**src/rtl/ex_div_unit_if.sv**
```systemverilog
// Divider issue/result bundle between the EX stage (master) and the divide unit (slave).
// Carries operands, op select and flush in, busy/stall/done and result back.
interface ex_div_unit_if #(
  parameter int XLEN = 32
);
  logic            start_i;
  logic [1:0]      div_op_i;
  logic [XLEN-1:0] rs1_i;
  logic [XLEN-1:0] rs2_i;
  logic            flush_i;
  logic            busy_o;
  logic            stall_o;
  logic            done_o;
  logic [XLEN-1:0] result_o;

  modport master (
    output start_i, div_op_i, rs1_i, rs2_i, flush_i,
    input  busy_o, stall_o, done_o, result_o
  );

  modport slave (
    input  start_i, div_op_i, rs1_i, rs2_i, flush_i,
    output busy_o, stall_o, done_o, result_o
  );
endinterface

```
**src/rtl/ex_div_unit.sv**
```systemverilog
// Radix-2 restoring RV32M divider: XLEN+1 cycles (1 for rs2==0/overflow or cache hit), holds the pipe via stall_o.
// `define DIV_RESULT_CACHE_EN adds a last-result cache so a DIV/REM pair on the same operands completes in 1 cycle.
module ex_div_unit #(
  parameter int XLEN  = 32,
  parameter int CNT_W = 6
) (
  input  logic         clk,
  input  logic         rst_n,
  ex_div_unit_if.slave div_if
);
  typedef enum logic [1:0] {IDLE, CALC, DONE} state_e;

  state_e           state_q;
  logic [CNT_W-1:0] cnt_q;
  logic [XLEN:0]    rem_q;
  logic [XLEN-1:0]  quo_q, dsr_q, result_q;
  logic             rem_sel_q, neg1_q, neg2_q, done_q;

  logic            go, last, signed_op, neg1, neg2, fast_zero, fast_ovf;
  logic [XLEN-1:0] abs1, abs2, quo_d, q_fix, r_fix;
  logic [XLEN:0]   rem_sh, trial, rem_d;

  assign go        = (state_q == IDLE) && div_if.start_i && !div_if.flush_i;
  assign last      = (cnt_q == CNT_W'(XLEN - 1));
  assign signed_op = ~div_if.div_op_i[0];
  assign neg1      = signed_op & div_if.rs1_i[XLEN-1];
  assign neg2      = signed_op & div_if.rs2_i[XLEN-1];
  assign abs1      = neg1 ? -div_if.rs1_i : div_if.rs1_i;
  assign abs2      = neg2 ? -div_if.rs2_i : div_if.rs2_i;
  assign fast_zero = (div_if.rs2_i == '0);
  assign fast_ovf  = signed_op && (div_if.rs1_i == {1'b1, {(XLEN-1){1'b0}}}) && (div_if.rs2_i == '1);

  // One quotient bit per cycle; a set MSB of the trial difference means "restore".
  assign rem_sh = {rem_q[XLEN-1:0], quo_q[XLEN-1]};
  assign trial  = rem_sh - {1'b0, dsr_q};
  assign rem_d  = trial[XLEN] ? rem_sh : trial;
  assign quo_d  = {quo_q[XLEN-2:0], ~trial[XLEN]};
  assign q_fix  = (neg1_q ^ neg2_q) ? -quo_d : quo_d;
  assign r_fix  = neg1_q ? -rem_d[XLEN-1:0] : rem_d[XLEN-1:0];

`ifdef DIV_RESULT_CACHE_EN
  logic            c_vld_q, c_sgn_q, sgn_q, hit;
  logic [XLEN-1:0] c_rs1_q, c_rs2_q, c_quo_q, c_rem_q, rs1_q, rs2_q;

  assign hit = c_vld_q && (c_sgn_q == signed_op) &&
               (c_rs1_q == div_if.rs1_i) && (c_rs2_q == div_if.rs2_i);

  // Only a completed CALC fills the cache; fast paths and flushed ops never do.
  always_ff @(posedge clk or negedge rst_n) begin
    if (!rst_n) begin
      c_vld_q <= 1'b0;
      c_sgn_q <= 1'b0;
      sgn_q   <= 1'b0;
      c_rs1_q <= '0;
      c_rs2_q <= '0;
      c_quo_q <= '0;
      c_rem_q <= '0;
      rs1_q   <= '0;
      rs2_q   <= '0;
    end else begin
      if (go) begin
        rs1_q <= div_if.rs1_i;
        rs2_q <= div_if.rs2_i;
        sgn_q <= signed_op;
      end
      if ((state_q == CALC) && last && !div_if.flush_i) begin
        c_vld_q <= 1'b1;
        c_sgn_q <= sgn_q;
        c_rs1_q <= rs1_q;
        c_rs2_q <= rs2_q;
        c_quo_q <= q_fix;
        c_rem_q <= r_fix;
      end
    end
  end
`endif

  always_ff @(posedge clk or negedge rst_n) begin
    if (!rst_n) begin
      state_q   <= IDLE;
      cnt_q     <= '0;
      rem_q     <= '0;
      quo_q     <= '0;
      dsr_q     <= '0;
      result_q  <= '0;
      rem_sel_q <= 1'b0;
      neg1_q    <= 1'b0;
      neg2_q    <= 1'b0;
      done_q    <= 1'b0;
    end else begin
      done_q <= 1'b0;
      if (div_if.flush_i) begin
        state_q <= IDLE;
      end else begin
        case (state_q)
          IDLE: begin
            if (div_if.start_i) begin
              rem_sel_q <= div_if.div_op_i[1];
              neg1_q    <= neg1;
              neg2_q    <= neg2;
              rem_q     <= '0;
              quo_q     <= abs1;
              dsr_q     <= abs2;
              cnt_q     <= '0;
              if (fast_zero) begin
                result_q <= div_if.div_op_i[1] ? div_if.rs1_i : '1;
                done_q   <= 1'b1;
                state_q  <= DONE;
              end else if (fast_ovf) begin
                result_q <= div_if.div_op_i[1] ? '0 : div_if.rs1_i;
                done_q   <= 1'b1;
                state_q  <= DONE;
              end
`ifdef DIV_RESULT_CACHE_EN
              else if (hit) begin
                result_q <= div_if.div_op_i[1] ? c_rem_q : c_quo_q;
                done_q   <= 1'b1;
                state_q  <= DONE;
              end
`endif
              else begin
                state_q <= CALC;
              end
            end
          end
          CALC: begin
            rem_q <= rem_d;
            quo_q <= quo_d;
            cnt_q <= cnt_q + 1'b1;
            if (last) begin
              result_q <= rem_sel_q ? r_fix : q_fix;
              done_q   <= 1'b1;
              state_q  <= DONE;
            end
          end
          DONE:    state_q <= IDLE;
          default: state_q <= IDLE;
        endcase
      end
    end
  end

  assign div_if.busy_o   = (state_q != IDLE);
  assign div_if.stall_o  = go || (state_q == CALC);
  assign div_if.done_o   = done_q;
  assign div_if.result_o = result_q;
endmodule
```
**src/flat_wrapper.sv**
```systemverilog
// flat-port wrapper written by rule: the top's interface ports become plain ports
module ex_div_unit_flat 
#(
  parameter int XLEN  = 32,
  parameter int CNT_W = 6
)
  (clk, rst_n, div_if_start_i, div_if_div_op_i, div_if_rs1_i, div_if_rs2_i, div_if_flush_i, div_if_busy_o, div_if_stall_o, div_if_done_o, div_if_result_o);
  ex_div_unit_if #(.XLEN(XLEN)) div_if_i ();
  input  logic clk;
  input  logic rst_n;
  input wire logic [$bits(div_if_i.start_i)-1:0] div_if_start_i;
  input wire logic [$bits(div_if_i.div_op_i)-1:0] div_if_div_op_i;
  input wire logic [$bits(div_if_i.rs1_i)-1:0] div_if_rs1_i;
  input wire logic [$bits(div_if_i.rs2_i)-1:0] div_if_rs2_i;
  input wire logic [$bits(div_if_i.flush_i)-1:0] div_if_flush_i;
  output wire logic [$bits(div_if_i.busy_o)-1:0] div_if_busy_o;
  output wire logic [$bits(div_if_i.stall_o)-1:0] div_if_stall_o;
  output wire logic [$bits(div_if_i.done_o)-1:0] div_if_done_o;
  output wire logic [$bits(div_if_i.result_o)-1:0] div_if_result_o;
  assign div_if_i.start_i = div_if_start_i;
  assign div_if_i.div_op_i = div_if_div_op_i;
  assign div_if_i.rs1_i = div_if_rs1_i;
  assign div_if_i.rs2_i = div_if_rs2_i;
  assign div_if_i.flush_i = div_if_flush_i;
  assign div_if_busy_o = div_if_i.busy_o;
  assign div_if_stall_o = div_if_i.stall_o;
  assign div_if_done_o = div_if_i.done_o;
  assign div_if_result_o = div_if_i.result_o;
  ex_div_unit #(.XLEN(XLEN), .CNT_W(CNT_W)) u_core (.clk(clk), .rst_n(rst_n), .div_if(div_if_i));
endmodule
```
**config.mk**
```make
export PLATFORM = sky130hd
export DESIGN_NAME = ex_div_unit_flat
export DESIGN_NICKNAME = d
export VERILOG_FILES = /design/src/rtl/ex_div_unit_if.sv /design/src/rtl/ex_div_unit.sv /design/src/flat_wrapper.sv
export SDC_FILE = /design/constraint.sdc
export NUM_CORES = 1
export LEC_CHECK = 0
export ABC_CLOCK_PERIOD_IN_PS = 5850
export CAP_MARGIN = 20
export CELL_PAD_IN_SITES_DETAIL_PLACEMENT = 1
export CELL_PAD_IN_SITES_GLOBAL_PLACEMENT = 1
export CORE_UTILIZATION = 30
export DETAILED_ROUTE_END_ITERATION = 16
export PLACE_DENSITY_LB_ADDON = 0.05
export SLEW_MARGIN = 20
export SYNTH_ARGS = -nofsm -noshare
export SYNTH_HDL_FRONTEND = slang
export SYNTH_SLANG_ARGS = --single-unit
```
**constraint.sdc**
```tcl
create_clock -name clk -period 5.85 [get_ports clk]
set_input_delay 0.8775 -clock clk [delete_from_list [all_inputs] [get_ports clk]]
set_output_delay 0.8775 -clock clk [all_outputs]
set_load 0.01 [all_outputs]
```
Word level (Yosys, flattened, before mapping)
Cells that the tools add are included.
{"block": "classes", "add_sub_neg": 6, "reduce_logical": 14, "bitwise_logic": 6, "n_mux": 31, "n_eq_ne": 9}
{"operator": "32-bit 2-to-1 mux", "n": 14}
{"operator": "32-bit one-hot mux with 2 select lines", "n": 3}
{"operator": "32-bit negator", "n": 4}
{"operator": "32-bit == test, second input constant", "n": 2}
{"operator": "33-bit by 32-bit subtractor with 33-bit output", "n": 1}
{"operator": "32-bit zero test", "n": 1}
{"operator": "6-bit one-hot mux with 2 select lines", "n": 1}
{"operator": "2-bit 2-to-1 mux", "n": 5}
{"operator": "6-bit by 1-bit adder with 6-bit output, second input constant", "n": 1}
{"operator": "6-bit by 5-bit == test with 1-bit output, second input constant", "n": 1}
{"operator": "6-bit 2-to-1 mux", "n": 1}
{"operator": "3-bit AND reduction", "n": 2}
{"operator": "1-bit 2-to-1 mux", "n": 5}
{"operator": "5-bit AND reduction", "n": 1}
{"operator": "1-bit logical AND", "n": 4}
{"operator": "2-bit one-hot mux with 2 select lines", "n": 1}
{"operator": "2-bit nonzero test", "n": 2}
{"operator": "3-bit by 1-bit != test with 1-bit output, second input constant", "n": 1}
{"operator": "3-bit by 2-bit != test with 1-bit output, second input constant", "n": 1}
{"operator": "3-bit != test, second input constant", "n": 1}
{"operator": "1-bit NOT", "n": 3}
{"operator": "1-bit AND", "n": 2}
{"operator": "2-bit by 1-bit == test with 1-bit output, second input constant", "n": 1}
{"operator": "2-bit zero test", "n": 1}
{"operator": "other kinds (7)", "n": 7}
{"block": "word_totals", "word_cells": 76, "inputBits": 70, "output_inout_bits": 35, "regBits": 140}

Depth between registers and ports, before layout
{"block": "depth", "ltp_word": 8, "ltp_mapped": 25, "depth_no_buf": 22}

Worst setup path after synthesis
Ideal clock, no wire load.
{"block": "synth_timing", "path_type": "flip-flop to flip-flop", "start": "register u_core.quo_q[31]", "end": "register u_core.result_q[30], in the netlist u_core.div_if.result_o[30]", "path_stages_with_launch": 24, "synth_period_minus_slack_ps": 5001, "required_time_ps": 5725, "setup_time_ps": 125, "n_path_buf": 2, "arrival_time_ps": 4876, "setup_slack_ps": 849, "cell_sequence": "dfrtp_1 inv_1 ha_1 fa_1 nand2b_1 a21oi_1 o21ai_1 a2111oi_4 o21a_1 nor2_2 inv_2 clkbuf_1 buf_2 nor2_1 a21oi_1 ha_1 o21ai_0 nor3_1 and3_1 a41oi_1 or2_1 o41ai_1 xor2_1 o21ai_1"}
{"block": "synth_via", "elab_chain_cells": 7, "word_cells_on_any_way": 10, "cone_classes": "add/sub (3); mux (6); bitwise (1)"}
{"item": "from (decl)", "line_no": "ex_div_unit.sv:16", "text": "logic [XLEN-1:0] quo_q, dsr_q, result_q;"}
{"item": "from (signal assigned)", "line_no": "ex_div_unit.sv:102", "text": "quo_q <= abs1;"}
{"item": "from (signal assigned)", "line_no": "ex_div_unit.sv:128", "text": "quo_q <= quo_d;"}
{"item": "33-bit by 32-bit subtractor with 33-bit output", "line_no": "ex_div_unit.sv:35", "text": "assign trial = rem_sh - {1'b0, dsr_q};"}
{"item": "32-bit 2-to-1 mux / 1-bit NOT (equally long branches)", "line_no": "ex_div_unit.sv:36, ex_div_unit.sv:37"}
{"item": "32-bit negator, on equally long branches", "line_no": "ex_div_unit.sv:39, ex_div_unit.sv:38"}
{"item": "32-bit 2-to-1 mux, on equally long branches", "line_no": "ex_div_unit.sv:39, ex_div_unit.sv:38"}
{"item": "32-bit 2-to-1 mux *", "line_no": "ex_div_unit.sv:131", "text": "result_q <= rem_sel_q ? r_fix : q_fix;"}
{"item": "32-bit 2-to-1 mux *", "line_no": "ex_div_unit.sv:130", "text": "if (last) begin"}
{"item": "32-bit one-hot mux with 2 select lines *", "line_no": "ex_div_unit.sv:95", "text": "case (state_q)"}
{"item": "to (signal assigned)", "line_no": "ex_div_unit.sv:106", "text": "result_q <= div_if.div_op_i[1] ? div_if.rs1_i : '1;"}
{"item": "to (signal assigned)", "line_no": "ex_div_unit.sv:110", "text": "result_q <= div_if.div_op_i[1] ? '0 : div_if.rs1_i;"}
{"item": "to (signal assigned)", "line_no": "ex_div_unit.sv:131"}
{"item": "to (decl)", "line_no": "ex_div_unit.sv:16"}
Mark *: on every way between the ends. The rest lies on a longest branch, timed or not. The select of a mux whose other input is x is not followed.
A chain may end at the register's enable or synchronous reset.

Final worst setup path
Ends and elaborated chain as after synthesis.

==> summary.md <==
| Metric | Value |
|---|---|
| Run status | complete, no violations |
| R2R Path End | u_core.div_if.result_o[30] |
| Cell row count | 73 |
| Relative slew slack | 34.9% |
| Hold Buf Count CTS | 0 |
| Initial drt markers | 682 |
| Setup TNS | 0 ps |
| Final net count | 1,760 |
| R2r startpoint | u_core.quo_q[31] |
| Slew @ Worst Pin | 976 ps |
| Post-synth EDFFs | 0 |
| Antenna violations before repair | 1 |
| Antenna Violating Nets Remaining | 0 |
| DRT Wirelength | 49,500 um |
| Dpl hpwl | 37,900 um |
| Area grow syn2layout | 18.0% |
| Met2 wire length | 23,100 um |
| Register area share after synthesis | 28.7% |
| Crit start category | register |
| Most frequent cells in the layout | nand2_1, o21ai_0, nor2_1 |
| Critical path origin | u_core.quo_q[31] |
| Top sig layer | met4 |
| GPL Wtd Cong | 0.830 |
| Asr flop ratio synth | 100% |
| Pin count of the biggest net entering global routing | 86 |
| DRC violations left | 0 |
| Max-slew violations | 0 |
| Cell count after synthesis | 1,595 |
| Top-Level Pins | 105 |
| Die Width | 204 um |
| Clk root buf | clkbuf_16 |
| Met3 routed WL | 1130 um |
| GRT Resource Usage Total | 24.6% |
| H-tree depth | 4 |
| CTS tree | done |
| Primary FF master, synth | dfrtp_1 |
| First-pass GRT wire length | 76,800 um |
| Worst skew pair latency | 490 ps |
| Crit end category | register |
| Clock-pin slew on the worst setup and hold paths | 60 ps |
| GRT overflow | 0 |
| M1 wire length | 24,600 um |
| Synth Area per Inst | 7.66 sq um |
| Worst hold path class | in -> async |
| Number of global-route vias before repair | 12,438 |
| Post-Route Utilization | 36.1% |
| Wire length per cell | 22.6 um |
| R2R setup slack | 510 ps |
| Max Clk Rate | 187 MHz |
| Drt first pass iters | 5 |
| Total power | 7.84 mW |
| R2R depth | 22 |
| Fraction of layout cells with a size suffix above 1 | 6.19% |
| WP data required | 6200 ps |
| Minimum clock period | 5340 ps |
| Initial Util | 30.6% |
| Chip height | 204 um |
| # clock sinks | 140 |
| DIE AREA | 0.0415 sq mm |
| Clk_skew | 16.5 ps |
| Arrival @ worst endpoint | 5690 ps |
| Max IR drop VDD | 0.000333 V |
| Number of port buffers | 104 |
| Final worst path period share | 91.3% |
| Worst Setup EP | u_core.div_if.result_o[30] |
| MaxCap Viol Count | 0 |
| Post-Syn Area | 0.0122 sq mm |
| Post-synthesis net count | 1,704 |
| Number of synthesis warnings | 0 |
| Longest Clk Path Bufs | 2 |
| TritonCTS Buffers | 17 |
| Core Box Area | 0.0399 sq mm |
| Leading cell type in the layout, fill and taps excluded | nand2_1 |
| DR vias | 12,222 |
| Unique masters post-synth | 81 |
| Fin. Hold Viols | 0 |
| Avg Vias per Cell | 5.58 |
| Setup Viol. Count Final | 0 |
| Yosys reg bits | 140 |
| Worst-path fanout max | 9 |
| RSZ-0062 raised after global routing | false |
| Pwr per Cell Area | 544 mW/mm^2 |
| CP Class | reg -> reg |
| Leak | 5.70 nW |
| # diodes | 0 |
[flip-flops by register name, indices dropped and copies added, names as in the netlist]
register	cells
u_core.div_if.done_o	1
u_core.neg2_q	1
u_core.rem_q	32
u_core.neg1_q	1
u_core.cnt_q	6
u_core.rem_sel_q	1
u_core.state_q	2
u_core.div_if.result_o	32
u_core.quo_q	32
u_core.dsr_q	32
[worst max-delay path, cell delays in order (launching register included)]
cell       delay [ps]
dfrtp_1           420
inv_1              80
ha_1              210
fa_1              390
nand2b_1          240
a21oi_2           240
o21ai_1           250
a2111oi_4         440
o21a_1            220
nor2_4             70
inv_2             160
nor2_1             60
a21oi_1           230
ha_1              300
o21ai_0           170
nor3_1            180
buf_4             150
and3_1            220
a41oi_1           240
or2_1             350
o41ai_1           320
xor2_1            180
o21ai_1            80
[where the power goes]
part	internal [mW]	switching, mW	total [mW]	leakage, nW
Combinational	1.84	3.32	5.17	3.58
Clock	0.735	0.487	1.22	0.308
Sequential	1.16	0.293	1.46	1.81
[Yosys cell counts (7+ instances only)]
cell type / instances / area [sq um]
nand2_1: 187 / 702
o21ai_0: 168 / 841
nor2_1: 148 / 556
dfrtp_1: 140 / 3500
a21oi_1: 119 / 596
clkbuf_1: 74 / 278
xnor2_1: 73 / 639
inv_1: 58 / 218
xor2_1: 54 / 473
nor3_1: 46 / 230
ha_1: 38 / 475
nand3_1: 30 / 150
nand4_1: 25 / 156
mux2i_1: 23 / 230
o31ai_1: 22 / 165
a31oi_1: 21 / 131
maj3_1: 21 / 210
nor4_1: 20 / 125
a211oi_1: 19 / 143
buf_2: 19 / 95.1
a22oi_1: 17 / 128
o211ai_1: 17 / 128
or3_1: 16 / 100
and3_1: 15 / 93.8
o21ai_1: 15 / 75.1
nand2b_1: 14 / 87.6
a21o_1: 13 / 97.6
o21a_1: 13 / 97.6
o221ai_1: 11 / 96.3
o41ai_1: 11 / 96.3
nor2b_1: 8 / 50.1
a22o_1: 7 / 61.3
a311oi_1: 7 / 61.3
and2_1: 7 / 43.8
or2_2: 7 / 43.8
or4_1: 7 / 52.6
[how the worst min path moves through the flow]
| stage | cells past startpoint | slack, ps | endpoint | start |
|---|---|---|---|---|
| after floorplan | 2 | 450 | u_core.dsr_q[10] | u_core.dsr_q[10] |
| after global placement | 2 | 470 | u_core.dsr_q[20] | u_core.dsr_q[20] |
| after detailed placement | 2 | 470 | u_core.dsr_q[21] | u_core.dsr_q[21] |
| after CTS | 1 | 480 | u_core.dsr_q[17] | rst_n |
| after global routing | 1 | 480 | u_core.dsr_q[23] | rst_n |
| final | 1 | 430 | u_core.dsr_q[25] | rst_n |
[cells by family after synthesis]
group / share of synthesized area [%]
muxes: 2.25
adders and majority gates: 5.78
AOI/OAI and AO/OA: 27.5
buffers and inverters: 5.36
and+or+nand+nor: 21.3
DFF: 28.7
xor gates and xnor gates: 9.11
[per-stage QoR]
stage	instance area (sq um)	hold WS, ps	instances	worst slack [ps]
3_5_place_dp	13800	471	2157	510
2_1_floorplan	12200	450	1595	849
5_1_grt	14400	485	2189	14.2
4_1_cts	14400	477	2189	496
6_report	14400	428	2189	507
3_3_place_gp	13800	466	2157	723
[area by class of cell]
type	instances	area [sq um]
repair buffers	139	1310
clock inverters	10	161
multi-input cells	1293	8090
clock buffers	22	464
fillers	4824	25500
well taps	525	657
flip-flops and latches	140	3500
inverters	60	225
[routing by layer]
| layer | global-route usage, % | vias up |
|---|---|---|
| met1 | 34.2 | 6136 |
| met4 | 6.47 | 0 |
| met5 | 0 | - |
| li1 | - | 5899 |
| met2 | 39.7 | 146 |
| met3 | 3.31 | 41 |
[timing repair]
action | in CTS | in global routing
setup endpoints to repair | 0 | 3
buffers inserted | 0 | 0
endpoints found under the hold margin | 0 | 0
resized for setup | 0 | 2
No activity file was read; power rests on OpenSTA's default activity.
